## src/rtl/riscv_pkg.sv

```systemverilog
// Shared constants and types for the multicycle RV64 subset control path:
// opcodes, FSM state encodings, aluOp codes, aluSrcB selects, control word.
package riscv_pkg;

    localparam logic [6:0] OP_LD  = 7'b0000011;
    localparam logic [6:0] OP_SD  = 7'b0100011;
    localparam logic [6:0] OP_R   = 7'b0110011;
    localparam logic [6:0] OP_BEQ = 7'b1100011;

    localparam logic [1:0] ALUOP_ADD   = 2'b00;
    localparam logic [1:0] ALUOP_SUB   = 2'b01;
    localparam logic [1:0] ALUOP_FUNCT = 2'b10;

    localparam logic [1:0] ALUSRCB_RS2  = 2'b00;
    localparam logic [1:0] ALUSRCB_FOUR = 2'b01;
    localparam logic [1:0] ALUSRCB_IMM  = 2'b10;

    typedef enum logic [3:0] {
        S_FETCH    = 4'd0,
        S_DECODE   = 4'd1,
        S_MEMADR   = 4'd2,
        S_MEMREAD  = 4'd3,
        S_MEMWB    = 4'd4,
        S_MEMWRITE = 4'd5,
        S_EXECUTE  = 4'd6,
        S_ALUWB    = 4'd7,
        S_BRANCH   = 4'd8,
        S_TRAP     = 4'd9
    } state_t;

    // One control word; every field defaults to 0 in each state.
    typedef struct packed {
        logic       pcWrite;
        logic       pcWriteCond;
        logic       pcSource;
        logic       iorD;
        logic       memRead;
        logic       memWrite;
        logic       irWrite;
        logic       memToReg;
        logic       regWrite;
        logic       aluSrcA;
        logic [1:0] aluSrcB;
        logic [1:0] aluOp;
        logic       instrDone;
        logic       illegal;
    } ctrl_t;

endpackage

```

## src/rtl/multicycle_control_if.sv

```systemverilog
// Bundle between the main control FSM (master) and the datapath (slave).
// memReady handshake: the controller holds memRead or memWrite high in a
// memory state until a cycle in which memReady=1; that cycle completes the
// access and the FSM advances on the following edge. memReady seen in any
// other state has no effect.
interface multicycle_control_if;
    import riscv_pkg::*;

    logic [6:0] opcode;
    logic       memReady;
    logic       pcWrite;
    logic       pcWriteCond;
    logic       pcSource;
    logic       iorD;
    logic       memRead;
    logic       memWrite;
    logic       irWrite;
    logic       memToReg;
    logic       regWrite;
    logic       aluSrcA;
    logic [1:0] aluSrcB;
    logic [1:0] aluOp;
    logic       instrDone;
    logic       illegal;
    logic [3:0] state;

    modport master (
        input  opcode, memReady,
        output pcWrite, pcWriteCond, pcSource, iorD, memRead, memWrite,
               irWrite, memToReg, regWrite, aluSrcA, aluSrcB, aluOp,
               instrDone, illegal, state
    );

    modport slave (
        output opcode, memReady,
        input  pcWrite, pcWriteCond, pcSource, iorD, memRead, memWrite,
               irWrite, memToReg, regWrite, aluSrcA, aluSrcB, aluOp,
               instrDone, illegal, state
    );

endinterface

```

## src/rtl/multicycle_control_decode.sv

```systemverilog
// Purely combinational state -> control word table. memReady only gates
// the FETCH IR/PC load and the store retire pulse.
module multicycle_control_decode
    import riscv_pkg::*;
(
    input  state_t state,
    input  logic   memReady,
    output ctrl_t  ctrl
);

    // Control word lookup; unlisted fields stay 0.
    always_comb begin
        ctrl = '0;
        case (state)
            S_FETCH: begin
                ctrl.memRead  = 1'b1;
                ctrl.iorD     = 1'b0;
                ctrl.aluSrcA  = 1'b0;
                ctrl.aluSrcB  = ALUSRCB_FOUR;
                ctrl.aluOp    = ALUOP_ADD;
                ctrl.pcSource = 1'b0;
                ctrl.irWrite  = memReady;
                ctrl.pcWrite  = memReady;
            end
            S_DECODE: begin
                // PC + imm lands in ALUOut as the branch target.
                ctrl.aluSrcA = 1'b0;
                ctrl.aluSrcB = ALUSRCB_IMM;
                ctrl.aluOp   = ALUOP_ADD;
            end
            S_MEMADR: begin
                ctrl.aluSrcA = 1'b1;
                ctrl.aluSrcB = ALUSRCB_IMM;
                ctrl.aluOp   = ALUOP_ADD;
            end
            S_MEMREAD: begin
                ctrl.memRead = 1'b1;
                ctrl.iorD    = 1'b1;
            end
            S_MEMWB: begin
                ctrl.regWrite  = 1'b1;
                ctrl.memToReg  = 1'b1;
                ctrl.instrDone = 1'b1;
            end
            S_MEMWRITE: begin
                ctrl.memWrite  = 1'b1;
                ctrl.iorD      = 1'b1;
                ctrl.instrDone = memReady;
            end
            S_EXECUTE: begin
                ctrl.aluSrcA = 1'b1;
                ctrl.aluSrcB = ALUSRCB_RS2;
                ctrl.aluOp   = ALUOP_FUNCT;
            end
            S_ALUWB: begin
                ctrl.regWrite  = 1'b1;
                ctrl.memToReg  = 1'b0;
                ctrl.instrDone = 1'b1;
            end
            S_BRANCH: begin
                ctrl.aluSrcA     = 1'b1;
                ctrl.aluSrcB     = ALUSRCB_RS2;
                ctrl.aluOp       = ALUOP_SUB;
                ctrl.pcWriteCond = 1'b1;
                ctrl.pcSource    = 1'b1;
                ctrl.instrDone   = 1'b1;
            end
            S_TRAP: begin
                ctrl.illegal = 1'b1;
            end
            default: begin
                ctrl = '0;
            end
        endcase
    end

endmodule

```

## src/rtl/multicycle_control.sv

```systemverilog
// Moore main control FSM for the multicycle core (ld, sd, add/sub/and/or,
// beq). Holds the state register and next-state logic; outputs come from
// the decode table.
module multicycle_control
    import riscv_pkg::*;
(
    input  logic                 clk,
    input  logic                 reset,
    multicycle_control_if.master bus
);

    state_t state_q;
    state_t state_d;
    ctrl_t  ctrl;

    // State register; reset returns to FETCH from anywhere, including TRAP.
    always_ff @(posedge clk) begin
        if (reset) begin
            state_q <= S_FETCH;
        end else begin
            state_q <= state_d;
        end
    end

    // Next-state logic; TRAP only leaves on reset, bad encodings fall into it.
    always_comb begin
        state_d = state_q;
        case (state_q)
            S_FETCH: begin
                if (bus.memReady) state_d = S_DECODE;
            end
            S_DECODE: begin
                case (bus.opcode)
                    OP_LD, OP_SD: state_d = S_MEMADR;
                    OP_R:         state_d = S_EXECUTE;
                    OP_BEQ:       state_d = S_BRANCH;
                    default:      state_d = S_TRAP;
                endcase
            end
            S_MEMADR: begin
                if (bus.opcode == OP_LD)      state_d = S_MEMREAD;
                else if (bus.opcode == OP_SD) state_d = S_MEMWRITE;
                else                          state_d = S_TRAP;
            end
            S_MEMREAD: begin
                if (bus.memReady) state_d = S_MEMWB;
            end
            S_MEMWB:    state_d = S_FETCH;
            S_MEMWRITE: begin
                if (bus.memReady) state_d = S_FETCH;
            end
            S_EXECUTE:  state_d = S_ALUWB;
            S_ALUWB:    state_d = S_FETCH;
            S_BRANCH:   state_d = S_FETCH;
            S_TRAP:     state_d = S_TRAP;
            default:    state_d = S_TRAP;
        endcase
    end

    multicycle_control_decode u_decode (
        .state    (state_q),
        .memReady (bus.memReady),
        .ctrl     (ctrl)
    );

    assign bus.pcWrite     = ctrl.pcWrite;
    assign bus.pcWriteCond = ctrl.pcWriteCond;
    assign bus.pcSource    = ctrl.pcSource;
    assign bus.iorD        = ctrl.iorD;
    assign bus.memRead     = ctrl.memRead;
    assign bus.memWrite    = ctrl.memWrite;
    assign bus.irWrite     = ctrl.irWrite;
    assign bus.memToReg    = ctrl.memToReg;
    assign bus.regWrite    = ctrl.regWrite;
    assign bus.aluSrcA     = ctrl.aluSrcA;
    assign bus.aluSrcB     = ctrl.aluSrcB;
    assign bus.aluOp       = ctrl.aluOp;
    assign bus.instrDone   = ctrl.instrDone;
    assign bus.illegal     = ctrl.illegal;
    assign bus.state       = state_q;

endmodule

```

## src/flat_wrapper.sv

```systemverilog
// flat-port wrapper written by rule: the top's interface ports become plain ports
module multicycle_control_flat import riscv_pkg::*;
  (clk, reset, bus_opcode, bus_memReady, bus_pcWrite, bus_pcWriteCond, bus_pcSource, bus_iorD, bus_memRead, bus_memWrite, bus_irWrite, bus_memToReg, bus_regWrite, bus_aluSrcA, bus_aluSrcB, bus_aluOp, bus_instrDone, bus_illegal, bus_state);
  multicycle_control_if bus_i ();
  input  logic clk;
  input  logic reset;
  input wire logic [$bits(bus_i.opcode)-1:0] bus_opcode;
  input wire logic [$bits(bus_i.memReady)-1:0] bus_memReady;
  output wire logic [$bits(bus_i.pcWrite)-1:0] bus_pcWrite;
  output wire logic [$bits(bus_i.pcWriteCond)-1:0] bus_pcWriteCond;
  output wire logic [$bits(bus_i.pcSource)-1:0] bus_pcSource;
  output wire logic [$bits(bus_i.iorD)-1:0] bus_iorD;
  output wire logic [$bits(bus_i.memRead)-1:0] bus_memRead;
  output wire logic [$bits(bus_i.memWrite)-1:0] bus_memWrite;
  output wire logic [$bits(bus_i.irWrite)-1:0] bus_irWrite;
  output wire logic [$bits(bus_i.memToReg)-1:0] bus_memToReg;
  output wire logic [$bits(bus_i.regWrite)-1:0] bus_regWrite;
  output wire logic [$bits(bus_i.aluSrcA)-1:0] bus_aluSrcA;
  output wire logic [$bits(bus_i.aluSrcB)-1:0] bus_aluSrcB;
  output wire logic [$bits(bus_i.aluOp)-1:0] bus_aluOp;
  output wire logic [$bits(bus_i.instrDone)-1:0] bus_instrDone;
  output wire logic [$bits(bus_i.illegal)-1:0] bus_illegal;
  output wire logic [$bits(bus_i.state)-1:0] bus_state;
  assign bus_i.opcode = bus_opcode;
  assign bus_i.memReady = bus_memReady;
  assign bus_pcWrite = bus_i.pcWrite;
  assign bus_pcWriteCond = bus_i.pcWriteCond;
  assign bus_pcSource = bus_i.pcSource;
  assign bus_iorD = bus_i.iorD;
  assign bus_memRead = bus_i.memRead;
  assign bus_memWrite = bus_i.memWrite;
  assign bus_irWrite = bus_i.irWrite;
  assign bus_memToReg = bus_i.memToReg;
  assign bus_regWrite = bus_i.regWrite;
  assign bus_aluSrcA = bus_i.aluSrcA;
  assign bus_aluSrcB = bus_i.aluSrcB;
  assign bus_aluOp = bus_i.aluOp;
  assign bus_instrDone = bus_i.instrDone;
  assign bus_illegal = bus_i.illegal;
  assign bus_state = bus_i.state;
  multicycle_control u_core (.clk(clk), .reset(reset), .bus(bus_i));
endmodule
```

## config.mk

```make
export PLATFORM = sky130hd
export DESIGN_NAME = multicycle_control_flat
export DESIGN_NICKNAME = d
export VERILOG_FILES = /design/src/rtl/riscv_pkg.sv /design/src/rtl/multicycle_control_if.sv /design/src/rtl/multicycle_control_decode.sv /design/src/rtl/multicycle_control.sv /design/src/flat_wrapper.sv
export SDC_FILE = /design/constraint.sdc
export NUM_CORES = 1
export LEC_CHECK = 0
export ABC_AREA = 1
export ABC_CLOCK_PERIOD_IN_PS = 1220
export CAP_MARGIN = 20
export CORE_UTILIZATION = 36
export CTS_CLUSTER_DIAMETER = 50
export CTS_CLUSTER_SIZE = 14
export DETAILED_ROUTE_END_ITERATION = 16
export PLACE_DENSITY_LB_ADDON = 0.12
export SYNTH_ARGS = -nofsm -noshare
export SYNTH_HDL_FRONTEND = slang
export SYNTH_SLANG_ARGS = --single-unit
```

## constraint.sdc

```tcl
create_clock -name clk -period 1.22 [get_ports clk]
set_input_delay 0.244 -clock clk [delete_from_list [all_inputs] [get_ports clk]]
set_output_delay 0.244 -clock clk [all_outputs]
set_load 0.02 [all_outputs]
```

==> results by group, run 1 <==
Run status
  – Status: did not finish
  – Stop stage: global routing
  – Tool error: [ERROR DPL-0038] Utilization greater than 100%, impossible to legalize

Yosys
  – Mapped Cells: 97
  – Post-Syn Area per Cell: just over 5 sq um
  – Most area-consuming cells after synthesis: nand2_1 21%, dfxtp_1 16%, inv_1 16%, nor2_1 12%, nand3_1 6.1%
  – Post-Synthesis Net Count: 107
  – Cell Area, Synth: roughly 490 sq um
  – Yosys warnings: 0
  – Cell taking the most area after synthesis: nand2_1
  – Sequential share of the synthesized area: approximately 16%
  – Top-area cell type share of the netlist area: around a fifth
  – Cell variety after synth: 17
  – Synth Register Bits: 4

Place
  – IO buf count: 29
  – Placer Congestion: between 0.8 and 0.9
  – Post-DP Area: roughly 980 sq um
  – DPL Wire Length: approximately 1500 um

Global routing
  – Largest net degree at the start of global routing: 6

Clock network
  – Sink Count: 4
  – Total CTS buffers: 3
  – CTS H-tree depth: 1
  – Hold buffers post-CTS: 0
  – Root Buffer: clkbuf_4
  – Clock Tree Buf Depth: 2

Die
  – FP Rows: 12
  – Initial core utilization: about two fifths
  – Die height: 39.01 um
  – Ports: 30
  – Horiz. Die Dim: 39.01 um

Timing
  – Worst_ep grt: bus_instrDone
  – WEP type: primary output
==> logic make-up after synthesis <==
group           Yosys count  synth area share, %
simple gates             58                50.25
buf+inv                  27                22.84
flops                     4                16.24
compound gates            8                10.66
==> Yosys cell counts <==
cell type	n
nand2_1	28
inv_1	21
nor2_1	16
nand3_1	6
dfxtp_1	4
buf_4	3
inv_2	3
o21ai_0	3
nand2_2	2
nor2_2	2
nor3_1	2
o211ai_1	2
a21oi_1	1
a21oi_2	1
nand4_1	1
nor2_4	1
o21ai_2	1
==> stage by stage <==
stage	util, %	worst slack, ns	std cells	TNS, ns	hold WS (ns)
after floorplan	-	-0.1722	97	-0.2727	0.2973
after global placement	82.91	-0.6087	159	-7.968	0.7302
after detailed placement	82.91	-0.6879	159	-8.691	0.7465
after CTS	93.04	-0.2677	164	-2.947	0.5768
==> repair_timing <==
| item | in CTS |
|---|---|
| pin swaps | 20 |
| setup buffers | 2 |
| resized for setup | 146 |
| setup endpoints to repair | 24 |
==> run 2: changes to the inputs <==
--- a/config.mk
+++ b/config.mk
@@ -8,11 +8,10 @@
 export ABC_AREA = 1
 export ABC_CLOCK_PERIOD_IN_PS = 1220
 export CAP_MARGIN = 20
-export CORE_UTILIZATION = 36
-export CTS_CLUSTER_DIAMETER = 50
-export CTS_CLUSTER_SIZE = 14
+export CORE_AREA = 2 2 63 65
 export DETAILED_ROUTE_END_ITERATION = 16
-export PLACE_DENSITY_LB_ADDON = 0.12
+export DIE_AREA = 0 0 65 67
+export PLACE_DENSITY_LB_ADDON = 0.15
 export SYNTH_ARGS = -nofsm -noshare
 export SYNTH_HDL_FRONTEND = slang
 export SYNTH_SLANG_ARGS = --single-unit
==> run 2 against run 1 <==
Compared with the run above: the flow now finishes, with violations (setup timing); area after synthesis stayed put; synthesized cell count stayed put.
==> results by group, run 2 <==
Run status
  – Status: complete, but fails checks
  – Failing checks: setup timing

Die
  – Die area: roughly 0.0044 sq mm
  – FP Rows: 22
  – Core Area: around 0.0036 sq mm
  – Ports: 30
  – Die height: ~67 um
  – Initial core utilization: a little over an eighth
  – Horiz. Die Dim: 65 um

Worst setup path
  – Delay-heaviest family, CP: flip-flops
  – Crit-path max cell delay: about 0.36 ns
  – Critical Path End Type: output port
  – Buf+Inv Stages, Crit Path: 3
  – Crit-path max FO: 4
  – CP max-delay cell: dfxtp_4
  – Worst path arrival time: 1.20 ns
  – Classification of the worst setup path: flop to output port
  – Startpoint types: flop
  – Cell breakdown of the critical path: inv_4, nand2_4, nor2_4, inv_2, o211ai_1, buf_4
  – Worst path required time: around 0.98 ns

Yosys
  – Cell variety after synth: 17
  – Synth top cells by count: 28 x nand2_1, 21 x inv_1, 16 x nor2_1
  – Most area-consuming cells after synthesis: nand2_1 21%, dfxtp_1 16%, inv_1 16%, nor2_1 12%, nand3_1 6.1%
  – Cell taking the most area after synthesis: nand2_1
  – Async S/R FF share, synth: 0%
  – Yosys warnings: 0
  – Top-area cell type share of the netlist area: 21.32%
  – Post-Syn Area per Cell: about 5.1 sq um
  – Mapped Cells: a little under 100
  – Number of synthesized flops with an enable pin: 0
  – Cell Area, Synth: 493.0 sq um
  – Sequential share of the synthesized area: roughly 16%
  – Synth Flop Type: dfxtp_1
  – Cell with the most instances after synthesis: nand2_1
  – Synth Register Bits: 4
  – Post-Synthesis Net Count: between 100 and 150

Global routing
  – Tot GR Track Use: roughly 9%
  – Largest net degree at the start of global routing: 6
  – Global route total overflow: 0
  – First-pass GRT wire length: about 3100 um
  – Antenna violations before repair: 0
  – Vias in the first global route: ~750

Place
  – Placer Congestion: between 0.8 and 0.9
  – IO buf count: 29
  – DPL Wire Length: 1477 um

Clock network
  – Worst-Skew Late Latency: roughly 0.21 ns
  – Root Buffer: clkbuf_8
  – CTS H-tree depth: 1
  – Clk slew on worst S/H paths: 0.03 ns
  – Clock Tree Buf Depth: 2
  – Sink Count: 4
  – Total CTS buffers: 3
  – CTS tree: done

Timing
  – Final Skew: 0.0001222 ns
  – TNS Setup: -2.490 ns
  – Headroom to the max-slew limit: between 80% and 90%
  – RSZ-0062 raised after global routing: true
  – Final period utilization: 118.6%
  – Max-slew violations: 0
  – Tightest Pin Transition: 0.2238 ns
  – Fmax: ~690 MHz
  – Hold slack: between 0.6 and 0.7 ns
  – Hold Fails Final Rpt: 0
  – Final worst slack: -0.2267 ns
  – Final setup viols: 18
  – Fin crit period: 1.447 ns

Drt
  – Detailed Routing Iterations Pass 1: 4
  – Vias per inst: approximately 3.8
  – Final antenna-violating net count: 0
  – Wire per inst: 9.179 um
  – Drt total wl: approximately 1800 um
  – Residual DRC count: 0
  – Drt first-iter violations: 11
  – Vias: 769

Final layout
  – Layout cells sized above 1: a little under three fifths
  – Fill count: about 410
  – Antenna diodes: 0
  – Area of the multi-input gates: approximately 450 sq um
  – Commonest non-fill, non-tap cell in the layout: buf_4
  – Area growth from synthesis to layout: 153.3%
  – Most frequent cells in the layout: 23 x buf_4, 20 x nand2_1, 20 x buf_6
  – Reg area: ~95 sq um
  – Layout Nets: approximately 170
  – Max reg flops: 4

Pwr
  – Leakage dissipation: around 0.00067 uW
  – Power per cell area: about 810 mW/mm^2
  – Max VDD drop: 278.0 uV

Hold path
  – HP Class: input port to flop

Flow run
  – Number of max-cap violations: 0
==> run 2: cell counts after synthesis <==
No cell type changed its count.
==> run 2: per-stage QoR <==
step                cells  worst slack (ns)  area [sq um]  util [%]  power (uW)
floorplan              97           -0.1722         533.0         -       389.5
global placement      191           -0.6438          1011     28.04       625.8
detailed placement    191           -0.6763          1011     28.04       626.5
CTS                   199           -0.2532          1190     33.00       981.0
global route          201           -0.3098          1249     34.63        1082
finish                201           -0.2267          1249     34.63        1014
==> run 2: repair_timing <==
action / 4_1_cts / 5_1_grt
pin swaps: 24 / 14
gates resized for setup: 140 / 13
cloned: 0 / 0
hold buffers: 0 / 0
buffers inserted: 5 / 5
setup endpoints to repair: 24 / 21
==> run 2: cells by family after synthesis <==
kind of cell / Yosys count / synth area share [%]
flops: 4 / 16.24
simple gates: 58 / 50.25
buf+inv: 27 / 22.84
compound gates: 8 / 10.66
==> run 2: worst paths after layout <==
| kind | endpoint | from | cells after the start | slack, ns |
|---|---|---|---|---|
| hold / removal | u_core.bus.state[2]$_SDFFE_PP0P_ | reset | 2 | 0.60 |
| setup reg to reg | u_core.bus.state[0]$_SDFFE_PP0P_ | u_core.bus.state[1]$_SDFFE_PP0P_ | 9 | -0.06 |
| setup / recovery | bus_instrDone | u_core.bus.state[3]$_SDFFE_PP0P_ | 6 | -0.23 |
| hold reg to reg | u_core.bus.state[2]$_SDFFE_PP0P_ | u_core.bus.state[0]$_SDFFE_PP0P_ | 5 | 0.77 |
==> run 2: final cells by class <==
class | instances | share of cell area (%)
well taps | 48 | 4.810
flip-flops and latches | 4 | 7.615
repair buffers | 56 | 40.88
inverters | 24 | 7.615
multi-input cells | 66 | 35.77
clock buffers | 3 | 3.307
==> run 2: routing by layer <==
metal  vias to the layer above  part of all wire, %  track usage [%]
met2                        22                   51            15.85
met3                         0                  4.7            1.351
met4                         0                    0            1.596
met1                       347                   44            11.77
li1                        400                    -                -
met5                         -                    0                0
==> run 2: power by group <==
| group | leakage, uW | internal (uW) | switching [uW] | total, uW |
|---|---|---|---|---|
| Combinational | 0.000613 | 291 | 293 | 585 |
| Sequential | 0.0000355 | 140 | 21.7 | 162 |
| Clock | 0.0000216 | 209 | 58.1 | 268 |
| Total | 0.000671 | 641 | 373 | 1010 |
==> run 2: worst reg2reg max path, delay by kind of cell, from the launching register on <==
kind,cells,cell delay (ns)
buffers and inverters,2,0.28
and+or+nand+nor,6,0.40
DFF,1,0.38
AOI/OAI and AO/OA,1,0.11
(Power assumes the default switching activity.)
